[src/rtl/antirrebote_botones_if.sv]
// Button bundle between the raw push-button pins and the debouncer.
// The master drives the raw active-low buttons; the slave returns debounced level and press strobe.
interface antirrebote_botones_if;
  logic [3:0] btn_n;
  logic [3:0] btn_lvl_n;
  logic [3:0] btn_pulse_n;

  modport master (
    output btn_n,
    input  btn_lvl_n,
    input  btn_pulse_n
  );

  modport slave (
    input  btn_n,
    output btn_lvl_n,
    output btn_pulse_n
  );
endinterface

[src/rtl/antirrebote_botones.sv]
// Four independent push-button debouncers with a 2-flop synchronizer per input.
// Each channel emits a registered debounced level and a one-cycle press strobe (both active-low).
module antirrebote_botones #(
  parameter int unsigned DB_CYCLES = 1000000
) (
  input logic                  clk,
  input logic                  rst_n,
  antirrebote_botones_if.slave bus
);

  localparam int unsigned   CW       = (DB_CYCLES > 32'd1) ? $clog2(DB_CYCLES) : 1;
  localparam logic [CW-1:0] CNT_LAST = CW'(DB_CYCLES - 32'd1);
  localparam logic [CW-1:0] CNT_ONE  = CW'(32'd1);
  localparam logic [CW-1:0] CNT_ZERO = {CW{1'b0}};

  typedef enum logic [1:0] {
    REL       = 2'd0,
    PRESS_CHK = 2'd1,
    PRS       = 2'd2,
    REL_CHK   = 2'd3
  } state_t;

  logic [3:0] sync1_r;
  logic [3:0] sync2_r;

  // Two-stage synchronizer; idles released so reset never looks like a press
  always_ff @(posedge clk or negedge rst_n) begin
    if (!rst_n) begin
      sync1_r <= 4'b1111;
      sync2_r <= 4'b1111;
    end else begin
      sync1_r <= bus.btn_n;
      sync2_r <= sync1_r;
    end
  end

  for (genvar g = 0; g < 4; g++) begin : g_ch
    state_t        st_r;
    state_t        st_s;
    logic [CW-1:0] cnt_r;
    logic [CW-1:0] cnt_s;
    logic          lvl_r;
    logic          lvl_s;
    logic          pulse_r;
    logic          pulse_s;
    logic          in_s;

    assign in_s = sync2_r[g];

    // Next-state, counter and output decode; outputs follow the next state so they land with the transition
    always_comb begin
      st_s    = st_r;
      cnt_s   = cnt_r;
      lvl_s   = 1'b1;
      pulse_s = 1'b1;
      case (st_r)
        REL: begin
          if (!in_s) begin
            st_s  = PRESS_CHK;
            cnt_s = CNT_ONE;
          end else begin
            cnt_s = CNT_ZERO;
          end
        end
        PRESS_CHK: begin
          if (in_s) begin
            st_s  = REL;
            cnt_s = CNT_ZERO;
          end else if (cnt_r < CNT_LAST) begin
            cnt_s = cnt_r + CNT_ONE;
          end else begin
            st_s  = PRS;
            cnt_s = CNT_ZERO;
          end
        end
        PRS: begin
          if (in_s) begin
            st_s  = REL_CHK;
            cnt_s = CNT_ONE;
          end else begin
            cnt_s = CNT_ZERO;
          end
        end
        REL_CHK: begin
          if (!in_s) begin
            st_s  = PRS;
            cnt_s = CNT_ZERO;
          end else if (cnt_r < CNT_LAST) begin
            cnt_s = cnt_r + CNT_ONE;
          end else begin
            st_s  = REL;
            cnt_s = CNT_ZERO;
          end
        end
        default: begin
          st_s  = REL;
          cnt_s = CNT_ZERO;
        end
      endcase

      if ((st_s == PRS) || (st_s == REL_CHK)) begin
        lvl_s = 1'b0;
      end else begin
        lvl_s = 1'b1;
      end

      // Only an accepted press strobes; accepted releases stay silent
      if ((st_r == PRESS_CHK) && (st_s == PRS)) begin
        pulse_s = 1'b0;
      end else begin
        pulse_s = 1'b1;
      end
    end

    // Channel state, counter and registered outputs
    always_ff @(posedge clk or negedge rst_n) begin
      if (!rst_n) begin
        st_r    <= REL;
        cnt_r   <= CNT_ZERO;
        lvl_r   <= 1'b1;
        pulse_r <= 1'b1;
      end else begin
        st_r    <= st_s;
        cnt_r   <= cnt_s;
        lvl_r   <= lvl_s;
        pulse_r <= pulse_s;
      end
    end

    assign bus.btn_lvl_n[g]   = lvl_r;
    assign bus.btn_pulse_n[g] = pulse_r;
  end

endmodule

[src/flat_wrapper.sv]
// flat-port wrapper written by rule: the top's interface ports become plain ports
module antirrebote_botones_flat 
#(
  parameter int unsigned DB_CYCLES = 1000000
)
  (clk, rst_n, bus_btn_n, bus_btn_lvl_n, bus_btn_pulse_n);
  antirrebote_botones_if bus_i ();
  input logic clk;
  input logic rst_n;
  input wire logic [$bits(bus_i.btn_n)-1:0] bus_btn_n;
  output wire logic [$bits(bus_i.btn_lvl_n)-1:0] bus_btn_lvl_n;
  output wire logic [$bits(bus_i.btn_pulse_n)-1:0] bus_btn_pulse_n;
  assign bus_i.btn_n = bus_btn_n;
  assign bus_btn_lvl_n = bus_i.btn_lvl_n;
  assign bus_btn_pulse_n = bus_i.btn_pulse_n;
  antirrebote_botones #(.DB_CYCLES(DB_CYCLES)) u_core (.clk(clk), .rst_n(rst_n), .bus(bus_i));
endmodule
[config.mk]
export PLATFORM = sky130hd
export DESIGN_NAME = antirrebote_botones_flat
export DESIGN_NICKNAME = d
export VERILOG_FILES = /design/src/rtl/antirrebote_botones_if.sv /design/src/rtl/antirrebote_botones.sv /design/src/flat_wrapper.sv
export SDC_FILE = /design/constraint.sdc
export NUM_CORES = 1
export LEC_CHECK = 0
export CAP_MARGIN = 25
export CORE_MARGIN = 2
export CORE_UTILIZATION = 35
export CTS_CLUSTER_DIAMETER = 40
export DETAILED_ROUTE_END_ITERATION = 10
export PLACE_DENSITY_LB_ADDON = 0.1
export SLEW_MARGIN = 20
export SYNTH_ARGS = -nofsm -noshare
export SYNTH_HDL_FRONTEND = slang
export SYNTH_SLANG_ARGS = --single-unit
[constraint.sdc]
create_clock -name clk -period 3.1 [get_ports clk]
set_clock_uncertainty 0.15 [all_clocks]
set_input_delay 0.62 -clock clk [delete_from_list [all_inputs] [get_ports clk]]
set_output_delay 0.62 -clock clk [all_outputs]
set_load 0.01 [all_outputs]
* Word level (Yosys, flattened, before mapping)
Cells that the tools add are included.
** Operators by class
- Add/sub/neg operators :: 4
- Magnitude comparators :: 4
- Equal/unequal tests :: 20
- Multiplexer cells :: 60
- Reductions and logical operators :: 12
** Operators by type and width (number)
- $pmux 20 s4 :: 4
- $mux 20 :: 12
- $add 20x1->20 const B :: 4
- $lt 20x20->1 const B :: 4
- $mux 2 :: 24
- $eq 2x2->1 const B :: 16
- $pmux 2 s4 :: 4
- $mux 1 :: 16
- $eq 2x1->1 const B :: 4
- $logic_not 2->1 :: 4
- $logic_and 1x1->1 :: 4
- $logic_or 1x1->1 :: 4
** Word-level totals
- Flip-flop bits (word level) :: 104
- Input port bits :: 6
- Output and inout bits :: 8

* Depth between registers and ports, before layout
- Depth after elaboration :: 7
- Mapped depth :: 8

* Worst setup path before layout
No wires, ideal clock.
- Path type :: reg2reg
- Start :: register u_core.g_ch[3].cnt_r[0]
- End :: register u_core.g_ch[3].cnt_r[11]
- Setup time :: 0.072 ns
- Data arrival time :: 1.780 ns
- Setup slack :: 1.098 ns
- Stages on the path, launching flop included :: 8
- Period minus slack after synthesis :: 2.002 ns
- Path through :: dfrtp_1 ha_1 and4_1 a2111oi_2 o211a_1 o31ai_4 buf_4 nor2_1
** On the way
- Word-level cells in the longest chain between the ends :: 4
- Elaborated cells between the ends (all ways) :: 6
- Classes of those cells :: add/sub: 1; order compare: 1; mux: 4
** Ends and longest elaborated chain
- from (decl) :: RTL line antirrebote_botones.sv:40 : logic [CW-1:0] cnt_r;
- from (signal assigned) :: RTL line antirrebote_botones.sv:124 : cnt_r <= cnt_s;
- $add 20x1->20 or $lt 20x20->1 (tied branches)
- $mux 20 (*) :: RTL line antirrebote_botones.sv:69, antirrebote_botones.sv:88
- $mux 20, on equally long branches :: RTL line antirrebote_botones.sv:85, antirrebote_botones.sv:66
- $pmux 20 s4 (*) :: RTL line antirrebote_botones.sv:56 : case (st_r)
- named net u_core.g_ch[3].cnt_s[11] :: RTL line antirrebote_botones.sv:41 : logic [CW-1:0] cnt_s;
Mark *: on every way through the listed nets, which the timed path passes. The rest lies on a longest branch.

* Worst setup path after layout
- Start :: register u_core.g_ch[3].cnt_r[0]
- End :: register u_core.g_ch[3].cnt_r[7]
Same word-level chain as after synthesis.

==> metrics.cfg <==
[outcome]
status=finished clean

[worst_setup_path]
crit_type=reg2reg
setup.worst_path.start_class=flip-flop
worstPathRequired_ns=3.15
reg2reg_depth=6
worst-endpoint-arrival_ns=2.37
worstSetupEndpointType=flip-flop
path_max_fanout=19

[yosys]
ys_dominant_reg_cell=dfrtp_1
post_synth_num_cell_types=52
synth_enable_flop_cells=0
post_synth_main_area_contributors=dfrtp_1 (45%), dfstp_2 (8.5%), nor2_1 (6.8%)
synthesis.nets=483
asyncSetResetFlopFracSynth_pct=100.0
synthDominantAreaCellType=dfrtp_1
synth-warning-count=0
yosysSeqAreaShare_pct=53.12
post_synth.cell_area_avg_sq_um=10.44
synthCells=473
postSynthRegisterBits=104
mappedNetlistArea_sq_um=4937
synth_top_area_share_pct=44.60

[floorplan]
design.core.area_sq_um=13830
core.rowCount=43
die_width_um=122.8
die-area_sq_um=15070
dieHeight_um=122.8
initial_core_utilization_pct=35.71
ios=14

[pwr]
power_leakage_nw=2.271
power_per_cell_area_nw_per_um2=500.4
ir_worst_vdd_mv=0.2651

[cts]
cts-hold-fix-buffers=0
clock_insertion_delay_worst_skew_ns=0.35
numCtsBuffers=9
postCtsSetupBuffers=0
clk_path_buf_depth=2
cts_tree=done
ctsHtreeMaxLevel=3
clock_tree.root_cell=clkbuf_16
post_cts_resized=0
clk_pin_slew_worst_paths_ns=0.07
cts.sinks=104

[timing]
final_period_minus_worst_setup_slack_ns=2.324
max_slew_violation_total_from_the_final_report=0
holdWs_ns=0.1642
setup_violations=0
worst_slew_margin_rel_pct=48.08
min_period_over_period_pct=74.96
worstMarginPinSlew_ns=0.7728
fmax_ghz=0.4303
finalSetupTns_ns=0
report.final.hold_viol_count=0
grt_setup_unrepaired=false

[placed_design]
detailed_place_hpwl_mm=6.063
gp_routability_congestion=0.7640
io_buffer_count=13

[finish]
synthToLayoutAreaGrowth_pct=12.57
final_layout_size_suffix_gt1_share_pct=10.75
fin_util_pct=40.20
design.final.nets=498
layout.cells.most_common=nor2_1
most-common-layout-cells=nor2_1 (90), dfrtp_1 (88), xor2_1 (37), xnor2_1 (35), nand3_1 (29)
antenna_cells_inserted=0

[route]
detail_route.wirelength_mm=8.875
route.antenna.remaining_nets=0
vias_per_cell=4.848
detailroute.via_count=3263
drc=0
dr.pass1.iters=5
wire_per_inst_um=13.19
drt-initial-drc-count=183

[worst_hold_path]
worstHoldPathType=in2async

[global_routing]
grt_antenna_before_repair=0
global_route.usage.total_pct=13.25
global_route.overflow_total=0
global_route_wire_length_before_repair_mm=15.65
first_global_vias=3302
grt_start_max_net_pins=55

[run]
max_cap_viol_count=0

[logic make-up after synthesis]
kind of cell,count (synthesis),share of synthesized area [%]
adder cells (fa/ha/maj),4,1.014
multiplexers,4,0.8363
XOR/XNOR,72,12.77
buffers and inverters,30,3.573
flip-flops,104,53.12
AO/OA/AOI/OAI,38,6.462
AND/OR/NAND/NOR,221,22.22
[power breakdown]
group	leakage (nW)	total [mW]	internal [mW]	switching [mW]
Clock	0.170	1.31	0.812	0.497
Sequential	1.38	1.39	1.38	0.0151
Combinational	0.722	0.0800	0.0239	0.0561
[synth_stat cells, types with 2 or more instances]
cell type  count
nand2_1       26
nor4_2         2
mux2i_1        3
o22ai_1        3
xor2_1        37
a21boi_0       3
ha_1           4
nand3_1       29
a31oi_1        2
a41oi_1        3
nor3_1         8
dfrtp_1       88
nor4_1         3
and4_1         9
o21ai_0        5
and2_1         5
nor2b_1        2
or2_2          4
or3_1          6
xnor2_1       35
buf_6          4
a21oi_1        6
and3_1        19
inv_1         16
dfstp_2       16
nand4_1       12
nor2_1        90
buf_4          9
[per-layer routing]
metal / track usage, % / vias to the layer above / wire length, um
li1: - / 1634 / -
met2: 20.55 / 29 / 4090
met3: 3.485 / 12 / 252
met1: 17.60 / 1588 / 4412
met5: 0 / - / 0
met4: 5.316 / 0 / 120
[layout make-up]
cell class | count | area (sq um)
multi-input combinational | 339 | 2138
clock buffer | 11 | 242.7
sequential | 104 | 2623
fill | 1350 | 8269
tap | 180 | 225.2
clock inverter | 5 | 103.9
timing repair buffer | 18 | 165.2
inverter | 16 | 60.06
[state kept, by name, indices dropped and copies added, names as in the netlist]
name and count:
u_core.sync2_r 4, u_core.sync1_r 4, u_core.g_ch.st_r 8, u_core.g_ch.cnt_r 80
u_core.g_ch.lvl_r 4, u_core.g_ch.pulse_r 4
[worst max-delay path: stages (launching register included)]
cell and delay, ns:
dfrtp_1 0.37, ha_1 0.20, and4_1 0.31, a2111oi_2 0.11, o211a_1 0.27, o31ai_4 0.63, nor2_1 0.13
[per-stage QoR]
| step | power [mW] | cells | instance area [sq um] | setup slack, ns |
|---|---|---|---|---|
| CTS | 2.848 | 673 | 5558 | 0.7295 |
| global route | 2.904 | 673 | 5558 | 0.5816 |
| detailed placement | 1.502 | 657 | 5211 | 0.7251 |
| finish | 2.781 | 673 | 5558 | 0.7761 |
| global placement | 1.501 | 657 | 5211 | 0.7978 |
| floorplan | 1.455 | 473 | 4937 | 1.098 |
[path summary, 6_finish.rpt]
path	start	slack (ns)	to
min reg2reg	u_core.sync1_r[0]$_DFF_PN1_	0.21	u_core.sync2_r[0]$_DFF_PN1_
max in group asynchronous	rst_n	1.83	u_core.sync2_r[2]$_DFF_PN1_
min	rst_n	0.16	u_core.g_ch[0].cnt_r[8]$_DFF_PN0_
max	u_core.g_ch[3].cnt_r[0]$_DFF_PN0_	0.78	u_core.g_ch[3].cnt_r[7]$_DFF_PN0_
min in group clk	u_core.sync1_r[0]$_DFF_PN1_	0.21	u_core.sync2_r[0]$_DFF_PN1_
max reg2reg	u_core.g_ch[3].cnt_r[0]$_DFF_PN0_	0.78	u_core.g_ch[3].cnt_r[7]$_DFF_PN0_
(Power assumes the default switching activity.)
